File: src/rtl/dpi_pkg.sv
// Shared types and sizing for the regex-matcher stream feeder.
package dpi_pkg;

    localparam int unsigned KEY_W       = 16;
    localparam int unsigned SID_W       = 6;
    localparam int unsigned NUM_STREAMS = 2 ** SID_W;
    localparam int unsigned NUM_REGEX   = 8;
    // Both gaps must be at least 2 and 1 respectively.
    localparam int unsigned LOAD_GAP    = 2;
    localparam int unsigned EOP_GAP     = 2;
    localparam int unsigned DROP_W      = 16;
    localparam int unsigned CNT_W       = 4;

    typedef enum logic [2:0] {
        IDLE,
        LOOKUP,
        LOAD,
        GAP,
        STREAM,
        DRAIN,
        EOP,
        DROP
    } state_e;

    typedef struct packed {
        logic             valid;
        logic [KEY_W-1:0] key;
    } stream_entry_t;

endpackage

File: src/rtl/dpi_stream_feeder_if.sv
// Packet ingress and matcher-side buses of the stream feeder.
interface dpi_pkt_if;
    logic [7:0]                 data;
    logic [dpi_pkg::KEY_W-1:0]  key;
    logic                       sop;
    logic                       eop;
    logic                       vld;
    logic                       rdy;

    modport master (output data, key, sop, eop, vld, input rdy);
    modport slave  (input data, key, sop, eop, vld, output rdy);
endinterface

interface dpi_match_if;
    logic [7:0]                     char_in;
    logic                           char_in_vld;
    logic                           load_state;
    logic                           new_stream_id;
    logic [dpi_pkg::SID_W-1:0]      stream_id;
    logic [dpi_pkg::NUM_REGEX-1:0]  enable;
    logic                           eop;

    modport master (output char_in, char_in_vld, load_state, new_stream_id, stream_id, enable, eop);
    modport slave  (input  char_in, char_in_vld, load_state, new_stream_id, stream_id, enable, eop);
endinterface

File: src/rtl/dpi_stream_table.sv
// Flow-key to stream-id CAM: parallel lookup, append-only allocation, bulk flush.
module dpi_stream_table
    import dpi_pkg::*;
(
    input  logic             clk,
    input  logic             rst_n,
    input  logic [KEY_W-1:0] lookup_key,
    input  logic             alloc,
    input  logic             flush,
    output logic             hit,
    output logic [SID_W-1:0] hit_idx,
    output logic             full,
    output logic [SID_W:0]   count
);

    stream_entry_t   tbl_q [NUM_STREAMS];
    stream_entry_t   tbl_d [NUM_STREAMS];
    logic [SID_W:0]  count_q;
    logic [SID_W:0]  count_d;

    assign full  = (count_q == (SID_W+1)'(NUM_STREAMS));
    assign count = count_q;

    // Lowest matching index wins; keys are unique so this only fixes priority.
    always_comb begin
        hit     = 1'b0;
        hit_idx = '0;
        for (int unsigned i = 0; i < NUM_STREAMS; i++) begin
            if (!hit && tbl_q[i].valid && (tbl_q[i].key == lookup_key)) begin
                hit     = 1'b1;
                hit_idx = SID_W'(i);
            end
        end
    end

    always_comb begin
        tbl_d   = tbl_q;
        count_d = count_q;
        if (flush) begin
            for (int unsigned i = 0; i < NUM_STREAMS; i++) begin
                tbl_d[i].valid = 1'b0;
            end
            count_d = '0;
        end else if (alloc && !full) begin
            tbl_d[count_q[SID_W-1:0]] = '{valid: 1'b1, key: lookup_key};
            count_d = count_q + (SID_W+1)'(1);
        end
    end

    always_ff @(posedge clk or negedge rst_n) begin
        if (!rst_n) begin
            for (int unsigned i = 0; i < NUM_STREAMS; i++) begin
                tbl_q[i] <= '0;
            end
            count_q <= '0;
        end else begin
            tbl_q   <= tbl_d;
            count_q <= count_d;
        end
    end

endmodule

File: src/rtl/dpi_stream_feeder.sv
// Maps packet flow keys to stream ids and sequences restore / payload / eop
// towards the shared regex matcher bank.
module dpi_stream_feeder
    import dpi_pkg::*;
(
    input  logic                 clk,
    input  logic                 rst_n,
    dpi_pkt_if.slave             pkt,
    dpi_match_if.master          mtch,
    input  logic [NUM_REGEX-1:0] cfg_enable_mask,
    input  logic                 cfg_flush,
    output logic [SID_W:0]       stream_count,
    output logic [DROP_W-1:0]    drop_count,
    output logic                 err_nosop
);

    state_e                state_q, state_d;
    logic [KEY_W-1:0]      key_q, key_d;
    logic [SID_W-1:0]      sid_q, sid_d;
    logic [NUM_REGEX-1:0]  en_q, en_d;
    logic [CNT_W-1:0]      cnt_q, cnt_d;
    logic [7:0]            char_q, char_d;
    logic                  char_vld_q, char_vld_d;
    logic                  load_q, load_d;
    logic                  nsid_q, nsid_d;
    logic                  eop_q, eop_d;
    logic [DROP_W-1:0]     drop_q, drop_d;
    logic                  err_q, err_d;

    logic                  pkt_rdy_c;
    logic                  flush_c;
    logic                  alloc_c;
    logic                  last_gap_c;
    logic                  stream_en_c;
    logic                  tbl_hit;
    logic [SID_W-1:0]      tbl_hit_idx;
    logic                  tbl_full;

    dpi_stream_table u_table (
        .clk        (clk),
        .rst_n      (rst_n),
        .lookup_key (key_q),
        .alloc      (alloc_c),
        .flush      (flush_c),
        .hit        (tbl_hit),
        .hit_idx    (tbl_hit_idx),
        .full       (tbl_full),
        .count      (stream_count)
    );

    // The final GAP cycle already accepts a beat so the first char_in_vld
    // lands exactly LOAD_GAP cycles after load_state.
    assign last_gap_c  = (cnt_q == CNT_W'(LOAD_GAP - 2));
    assign stream_en_c = (state_q == STREAM) || ((state_q == GAP) && last_gap_c);

    always_ff @(posedge clk or negedge rst_n) begin
        if (!rst_n) begin
            state_q <= IDLE;
        end else begin
            state_q <= state_d;
        end
    end

    always_comb begin
        state_d = state_q;
        case (state_q)
            IDLE: begin
                if (!cfg_flush && pkt.vld && pkt.sop) state_d = LOOKUP;
            end
            LOOKUP: state_d = (tbl_hit || !tbl_full) ? LOAD : DROP;
            LOAD:   state_d = GAP;
            GAP: begin
                if (last_gap_c) state_d = (pkt.vld && pkt.eop) ? DRAIN : STREAM;
            end
            STREAM: begin
                if (pkt.vld && pkt.eop) state_d = DRAIN;
            end
            DRAIN: begin
                if (cnt_q == CNT_W'(EOP_GAP - 1)) state_d = EOP;
            end
            EOP:  state_d = IDLE;
            DROP: begin
                if (pkt.vld && pkt.eop) state_d = IDLE;
            end
            default: state_d = IDLE;
        endcase
    end

    always_comb begin
        pkt_rdy_c  = 1'b0;
        flush_c    = 1'b0;
        alloc_c    = 1'b0;
        key_d      = key_q;
        sid_d      = sid_q;
        en_d       = en_q;
        cnt_d      = cnt_q;
        char_d     = char_q;
        char_vld_d = 1'b0;
        drop_d     = drop_q;
        err_d      = 1'b0;
        case (state_q)
            IDLE: begin
                pkt_rdy_c = pkt.vld && !pkt.sop;
                err_d     = pkt.vld && !pkt.sop;
                flush_c   = cfg_flush;
                if (!cfg_flush && pkt.vld && pkt.sop) key_d = pkt.key;
            end
            LOOKUP: begin
                cnt_d = '0;
                if (tbl_hit) begin
                    sid_d = tbl_hit_idx;
                    en_d  = cfg_enable_mask;
                end else if (!tbl_full) begin
                    alloc_c = 1'b1;
                    sid_d   = stream_count[SID_W-1:0];
                    en_d    = cfg_enable_mask;
                end
            end
            LOAD: cnt_d = '0;
            GAP: begin
                pkt_rdy_c = last_gap_c;
                cnt_d     = last_gap_c ? '0 : cnt_q + CNT_W'(1);
            end
            STREAM: begin
                pkt_rdy_c = 1'b1;
                cnt_d     = '0;
            end
            DRAIN: cnt_d = cnt_q + CNT_W'(1);
            DROP: begin
                pkt_rdy_c = 1'b1;
                if (pkt.vld && pkt.eop && (drop_q != '1)) drop_d = drop_q + DROP_W'(1);
            end
            default: ;
        endcase
        if (stream_en_c) begin
            char_vld_d = pkt.vld;
            if (pkt.vld) char_d = pkt.data;
        end
    end

    // Pulses are registered off the next state so they coincide with LOAD / EOP.
    assign load_d = (state_d == LOAD);
    assign nsid_d = alloc_c;
    assign eop_d  = (state_d == EOP);

    always_ff @(posedge clk or negedge rst_n) begin
        if (!rst_n) begin
            key_q      <= '0;
            sid_q      <= '0;
            en_q       <= '0;
            cnt_q      <= '0;
            char_q     <= '0;
            char_vld_q <= 1'b0;
            load_q     <= 1'b0;
            nsid_q     <= 1'b0;
            eop_q      <= 1'b0;
            drop_q     <= '0;
            err_q      <= 1'b0;
        end else begin
            key_q      <= key_d;
            sid_q      <= sid_d;
            en_q       <= en_d;
            cnt_q      <= cnt_d;
            char_q     <= char_d;
            char_vld_q <= char_vld_d;
            load_q     <= load_d;
            nsid_q     <= nsid_d;
            eop_q      <= eop_d;
            drop_q     <= drop_d;
            err_q      <= err_d;
        end
    end

    assign pkt.rdy            = pkt_rdy_c;
    assign mtch.char_in       = char_q;
    assign mtch.char_in_vld   = char_vld_q;
    assign mtch.load_state    = load_q;
    assign mtch.new_stream_id = nsid_q;
    assign mtch.stream_id     = sid_q;
    assign mtch.enable        = en_q;
    assign mtch.eop           = eop_q;
    assign drop_count         = drop_q;
    assign err_nosop          = err_q;

endmodule

File: src/flat_wrapper.sv
// flat-port wrapper written by rule: the top's interface ports become plain ports
module dpi_stream_feeder_flat import dpi_pkg::*;
  (clk, rst_n, cfg_enable_mask, cfg_flush, stream_count, drop_count, err_nosop, pkt_data, pkt_key, pkt_sop, pkt_eop, pkt_vld, pkt_rdy, mtch_char_in, mtch_char_in_vld, mtch_load_state, mtch_new_stream_id, mtch_stream_id, mtch_enable, mtch_eop);
  dpi_pkt_if pkt_i ();
  dpi_match_if mtch_i ();
  input  logic clk;
  input  logic rst_n;
  input  logic [NUM_REGEX-1:0] cfg_enable_mask;
  input  logic cfg_flush;
  output logic [SID_W:0] stream_count;
  output logic [DROP_W-1:0] drop_count;
  output logic err_nosop;
  input wire logic [$bits(pkt_i.data)-1:0] pkt_data;
  input wire logic [$bits(pkt_i.key)-1:0] pkt_key;
  input wire logic [$bits(pkt_i.sop)-1:0] pkt_sop;
  input wire logic [$bits(pkt_i.eop)-1:0] pkt_eop;
  input wire logic [$bits(pkt_i.vld)-1:0] pkt_vld;
  output wire logic [$bits(pkt_i.rdy)-1:0] pkt_rdy;
  output wire logic [$bits(mtch_i.char_in)-1:0] mtch_char_in;
  output wire logic [$bits(mtch_i.char_in_vld)-1:0] mtch_char_in_vld;
  output wire logic [$bits(mtch_i.load_state)-1:0] mtch_load_state;
  output wire logic [$bits(mtch_i.new_stream_id)-1:0] mtch_new_stream_id;
  output wire logic [$bits(mtch_i.stream_id)-1:0] mtch_stream_id;
  output wire logic [$bits(mtch_i.enable)-1:0] mtch_enable;
  output wire logic [$bits(mtch_i.eop)-1:0] mtch_eop;
  assign pkt_i.data = pkt_data;
  assign pkt_i.key = pkt_key;
  assign pkt_i.sop = pkt_sop;
  assign pkt_i.eop = pkt_eop;
  assign pkt_i.vld = pkt_vld;
  assign pkt_rdy = pkt_i.rdy;
  assign mtch_char_in = mtch_i.char_in;
  assign mtch_char_in_vld = mtch_i.char_in_vld;
  assign mtch_load_state = mtch_i.load_state;
  assign mtch_new_stream_id = mtch_i.new_stream_id;
  assign mtch_stream_id = mtch_i.stream_id;
  assign mtch_enable = mtch_i.enable;
  assign mtch_eop = mtch_i.eop;
  dpi_stream_feeder u_core (.clk(clk), .rst_n(rst_n), .pkt(pkt_i), .mtch(mtch_i), .cfg_enable_mask(cfg_enable_mask), .cfg_flush(cfg_flush), .stream_count(stream_count), .drop_count(drop_count), .err_nosop(err_nosop));
endmodule
File: config.mk
export PLATFORM = sky130hd
export DESIGN_NAME = dpi_stream_feeder_flat
export DESIGN_NICKNAME = d
export VERILOG_FILES = /design/src/rtl/dpi_pkg.sv /design/src/rtl/dpi_stream_feeder_if.sv /design/src/rtl/dpi_stream_table.sv /design/src/rtl/dpi_stream_feeder.sv /design/src/flat_wrapper.sv
export SDC_FILE = /design/constraint.sdc
export NUM_CORES = 2
export LEC_CHECK = 0
export ABC_AREA = 1
export BUFFER_PORTS_ARGS = -buffer_cell sky130_fd_sc_hd__clkbuf_2
export CORE_ASPECT_RATIO = 1.5
export CORE_MARGIN = 10
export CORE_UTILIZATION = 35
export DETAILED_ROUTE_END_ITERATION = 6
export PLACE_DENSITY = 0.55
export REMOVE_ABC_BUFFERS = 1
export SYNTH_ARGS = -nofsm -noshare
export SYNTH_HDL_FRONTEND = slang
export SYNTH_SLANG_ARGS = --single-unit
export TNS_END_PERCENT = 5
File: constraint.sdc
create_clock -name clk -period 7.6 [get_ports clk]
set_input_delay 0.38 -clock clk [delete_from_list [all_inputs] [get_ports clk]]
set_output_delay 0.38 -clock clk [all_outputs]
set_load 0.05 [all_outputs]
# --- Yosys cells after proc, flatten, opt, wreduce, memory -nomap -nowiden ---
# Cells that the tools add are included.
totals:
  ff_bits: 1161
  inputBits: 38
  out_inout_bits: 51
op_classes:
  add_sub_neg: 3
  order_cmp: 2
  eq_ne: 77
  n_mux: 218
  n_bitwise: 2
  reduce_logical: 214
op_table:
  columns: ["cell", "count"]
  rows:
  - ["$bwmux 1088", 1]
  - ["$mux 1088", 1]
  - ["$eq 16x16->1", 64]
  - ["$mux 6", 64]
  - ["$mux 1", 136]
  - ["$logic_and 1x1->1", 135]
  - ["$demux 17 s6", 1]
  - ["$logic_not 1->1", 66]
  - ["$pmux 3 s8", 1]
  - ["$mux 3", 6]
  - ["$mux 17", 1]
  - ["$add 16x1->16 const B", 1]
  - ["$mux 8", 2]
  - ["$ne 16x16->1 const B", 1]
  - ["$eq 3x3->1 const B", 5]
  - ["$mux 7", 2]
  - ["$pmux 4 s3", 1]
  - ["$reduce_and 2->1", 5]
  - ["$eq 3x2->1 const B", 3]
  - ["$add 7x1->7 const B", 1]
  - ["$eq 7x7->1 const B", 1]
  - ["$ge 7x7->1 const B", 1]
  - ["$lt 7x1->1 const B", 1]
  - ["$not 6->7", 1]
  - ["other kinds (14)", 15]

# --- Depth between registers and ports, before layout ---
logic_depth:
  ltp_word: 260
  depth_mapped: 48
  mapped_depth_nobuf: 44

# --- Cells and area by module ---
# A second synthesis with hierarchy kept.
hier_totals:
  hier_cells: 6619
  area_unflattened_um2: 55958.7
by_module_without_submodules:
  columns: ["module", "instances", "cells_each", "area_each_um2", "seq_area_each_um2"]
  rows:
  - ["dpi_stream_table", 1, 6222, 52751.8, 27401.3]
  - ["dpi_stream_feeder", 1, 397, 3206.8, 1651.6]

# --- Least setup slack after synthesis ---
# No wires, ideal clock.
synth_timing:
  path_kind: "flip-flop to flip-flop"
  start: "register u_core.key_q[5]"
  end: "register u_core.u_table.tbl_q[681] (netlist bit)"
  t_arrival_ps: 5301
  path_slack_ps: 2175
  path_stages_with_launch: 48
  n_path_buf: 5
  period_less_slack_ps: 5425
  cell_sequence: "dfrtp_1 buf_4 inv_2 buf_6 nand2_1 nand2_1 nor2_1 nand2_1 nor2_1 nand3_1 nand2_1 nor2_2 nand4_2 nor2_2 nand4_2 nor2_2 nand4_2 nor2_2 [... 12 more ...] nand4_2 nor2_2 nand4_2 nor2_2 nand4_2 nor2_2 nand4_2 nor2_4 nand4_4 nor2_4 nand2_4 inv_6 buf_12 nand2_8 buf_6 buf_2 o21ai_0 nand2_1"
synth_between:
  elab_chain_cells: 259
synth_rtl:
  columns: ["element", "line_no", "rtl"]
  rows:
  - ["start: declaration", "dpi_stream_feeder.sv:18", "logic [KEY_W-1:0] key_q, key_d;"]
  - ["start signal: assignment", "dpi_stream_feeder.sv:160", "key_q <= key_d;"]
  - ["$eq 16x16->1", "dpi_stream_table.sv:29", "if (!hit && tbl_q[i].valid && (tbl_q[i].key == lookup_key)) begin"]
  - ["$logic_and 1x1->1", "dpi_stream_table.sv:29", null]
  - ["$mux 1", "dpi_stream_table.sv:29", null]
  - ["$logic_not 1->1", "dpi_stream_table.sv:29", null]
  - ["$logic_and 1x1->1 (2 in a row)", "dpi_stream_table.sv:29", null]
  - ["$mux 1", "dpi_stream_table.sv:29", null]
  - ["$logic_not 1->1", "dpi_stream_table.sv:29", null]
  - ["$logic_and 1x1->1 (2 in a row)", "dpi_stream_table.sv:29", null]
  - ["[... 240 more ...]", null, null]
  - ["$mux 1", "dpi_stream_table.sv:29", null]
  - ["$logic_not 1->1", "dpi_stream_table.sv:29", null]
  - ["$logic_and 1x1->1 (2 in a row)", "dpi_stream_table.sv:29", null]
  - ["$mux 1 *", "dpi_stream_table.sv:29", null]
  - ["$mux 1 *", "dpi_stream_feeder.sv:110", "if (tbl_hit) begin"]
  - ["$mux 1 *", "dpi_stream_feeder.sv:101", "case (state_q)"]
  - ["$logic_and 1x1->1 *", "dpi_stream_table.sv:44", "end else if (alloc && !full) begin"]
  - ["$reduce_and 2->1 (no line) *", null, null]
  - ["end signal: assignment", "dpi_stream_table.sv:57", "tbl_q <= tbl_d;"]
  - ["end: declaration", "dpi_stream_table.sv:16", "stream_entry_t tbl_q [NUM_STREAMS];"]
# Every way passes the cells marked *; elsewhere a longest branch is shown, timed or not.
# A chain may end at the register's enable or synchronous reset.

# --- Final worst setup path ---
layout_timing:
  start: "register u_core.key_q[10]"
  end: "register u_core.u_table.tbl_q[753] (netlist bit)"
# Same word-level chain as after synthesis.

==> qor.csv <==
metric,value,unit
Cells on Worst Hold Path,3,
R2R setup slack,510,ps
mean number of vias per cell,5.44,
failing checks,"capacitance limit, slew limit",
largest net degree at the start of global routing,160,
global route overflow,0,
Mapped Area,0.0559,mm^2
ys async rst share,100,%
largest area contributor in the netlist,dfrtp_1,
root buf cell,clkbuf_16,
Final Power,21.5,mW
VDD IR max,204,uV
RR Startpoint,u_core.key_q[10]$_DFFE_PN0P_,
crit path kind,register to register,
Period minus WS final,7090,ps
fin. max-slew vios,11,
Setup crit end kind,register,
CP required,8200,ps
synth top area cells,"dfrtp_1 (52%), nand2_1 (13%), o21ai_0 (10%)",
PortBufs,88,
fin nets,6560,
worst min path class,input port to register,
Synth Register Bits,1161,
Worst Path Arrival,7680,ps
Layout area overhead,13.4,%
Core Rows,179,
Total Die Area,0.176,mm^2
vias in the first global route,45700,
setup violators final,0,
register clock-pin slew on the reported worst setup and hold paths,60,ps
unrepaired setup endpoints after global routing,true,
CP max-delay cell,dfrtp_4,
DRT Pass-1 Iters,6,
final hold violations,0,
Mapped Cells,6565,
share of the synthesized area in the top cell type,52.0,%
share of cells above drive strength 1,10.7,%
via count,47300,
final worst slack,513,ps
1st-iter DRT viols,4653,
register area share after synthesis,52.0,%
Final ANT Viol Nets,0,
CTS HTree Levels,3,
CP startpoint kind,register,
first-pass GRT wire length,288000,um
DR WL/cell,22.1,um
Least-Margin Pin Slew,1560,ps
ys flop type,dfrtp_1,
critical path's most frequent cell,nor2_2,
initial antenna violation count,3,
drt drc,0,
Reg2Reg Depth,43,
Detailed Place HPWL,118000,um
yosys warns,0,
Core Footprint,0.159,mm^2
CTS sink cnt,1161,
CTS tree,yes,
Final Cycle Share,93.3,%
clk buf depth,3,
Static Leak,28.7,nW
Commonest cells post-synth,"nand2_1 (1,892), dfrtp_1 (1,161), o21ai_0 (1,150), clkbuf_1 (368), inv_1 (272)",
post-synthesis average cell area,8.51,um^2
CTS buffer count,114,
Starting Density,35.2,%
placed cells,8415,
Worst Clk Skew,34.7,ps
Die Y-Extent,509,um
non-filler cells in the finished layout,8696,
Setup WS pre-CTS,-191,ps
global-route usage over all layers,21.0,%
worst hold start,pkt_vld,
Worst R2R End,u_core.u_table.tbl_q[753]$_DFFE_PN0P_,
Power Density,339,mW/mm^2
crit-path max cell delay,560,ps
final setup TNS,0,ps
outcome,"finished, violations left",
most frequent cell after synthesis,nand2_1,
Netlist cell types,60,
Hold EP,u_core.state_q[0]$_DFF_PN0_,
clock latency on the worst-skew pair,750,ps
CP max FO,37,
max-cap check violation count,2,
Routed Wire Length,192000,um
Slew Limit Headroom,-3.86,%
RD Place Congestion,0.867,
fmax,141,MHz
Post-synth EDFFs,0,
die width,346,um
num ports,89,
## per-layer routing
layer	up-vias	wire, um	global-route usage (%)
met1	23400	80100	26.6
met5	-	0	0
li1	22100	-	-
met4	0	8740	9.20
met3	337	10800	2.80
met2	1516	92500	35.7
## layout by cell type, fill, tap and decap left out, types with 118 or more instances in the layout
cell | netlist | routed
o22ai_1 | 204 | 204
a221oi_1 | 155 | 155
clkbuf_16 | 0 | 118
dfrtp_1 | 1161 | 1145
inv_1 | 272 | 270
o21ai_0 | 1150 | 1150
nand2_1 | 1892 | 1891
xor2_1 | 268 | 268
buf_4 | 8 | 186
nor2_1 | 160 | 156
## metrics by stage
step	utilization (%)	area (um^2)	hold WS [ps]
after floorplan	-	53800	84.4
after detailed placement	36.9	58600	429
after CTS	39.6	62800	23.0
after global placement	36.9	58600	423
final	39.9	63400	62.8
after global routing	39.9	63400	97.6
## timing repair
action / in CTS / in global routing
cloned: 0 / 16
buffers inserted: 0 / 13
pin swaps: 0 / 13
hold buffers: 37 / 0
endpoints found under the setup margin: 67 / 1044
hold endpoints to repair: 107 / 0
gates resized for setup: 4 / 63
## cell type report
class	instances	area, um^2
Tap cell	2081	2600
Clock buffer	173	3440
Multi-Input combinational cell	4606	23900
Clock inverter	40	417
Antenna cell	2	5.00
Sequential cell	1161	29100
Timing Repair Buffer	337	2670
Fill cell	15700	95400
Inverter	296	1260
## worst max-delay path by stage
stage,start,endpoint,slack [ps],depth (start not counted)
floorplan,u_core.key_q[2]$_DFFE_PN0P_,u_core.u_table.tbl_q[988]$_DFFE_PN0P_,-1620,38
global placement,u_core.key_q[0]$_DFFE_PN0P_,u_core.u_table.tbl_q[773]$_DFFE_PN0P_,80,42
detailed placement,u_core.key_q[10]$_DFFE_PN0P_,u_core.u_table.tbl_q[777]$_DFFE_PN0P_,-190,42
CTS,u_core.key_q[10]$_DFFE_PN0P_,u_core.u_table.tbl_q[777]$_DFFE_PN0P_,50,42
global route,u_core.key_q[10]$_DFFE_PN0P_,u_core.u_table.tbl_q[756]$_DFFE_PN0P_,-40,44
finish,u_core.key_q[10]$_DFFE_PN0P_,u_core.u_table.tbl_q[753]$_DFFE_PN0P_,510,43
## kinds of logic (layout without fill, tap and decap cells)
logic type	Yosys count	count (layout)	synth area share [%]
other cells	0	2	0
fa+ha+maj	6	6	0.134
flops	1161	1161	52.0
xor+xnor	292	292	4.58
simple gates	2522	2536	19.3
buf+inv	812	846	5.82
compound gates	1772	1772	18.1
## sequential cells by signal, indices dropped and copies added, names as in the netlist
signal,flops
u_core.mtch.eop,1
u_core.mtch.char_in_vld,1
u_core.drop_count,16
u_core.err_nosop,1
u_core.u_table.count,7
u_core.mtch.char_in,8
u_core.mtch.load_state,1
u_core.state_q,3
u_core.mtch.new_stream_id,1
u_core.cnt_q,4
u_core.u_table.tbl_q,1088
u_core.mtch.stream_id,6
u_core.key_q,16
u_core.mtch.enable,8
## report_power, final
part           internal (mW)  total, mW  switching (mW)
logic                   2.22       8.42            6.20
registers               6.64       7.14           0.501
clock network           3.35       5.93            2.58
## worst max-delay path: cells and delay by family (launching register included)
kind            cells  cell delay, ps
buf+inv             4             920
flops               1             560
simple gates       37            5070
compound gates      2             290
No activity file was read; power rests on OpenSTA's default activity.
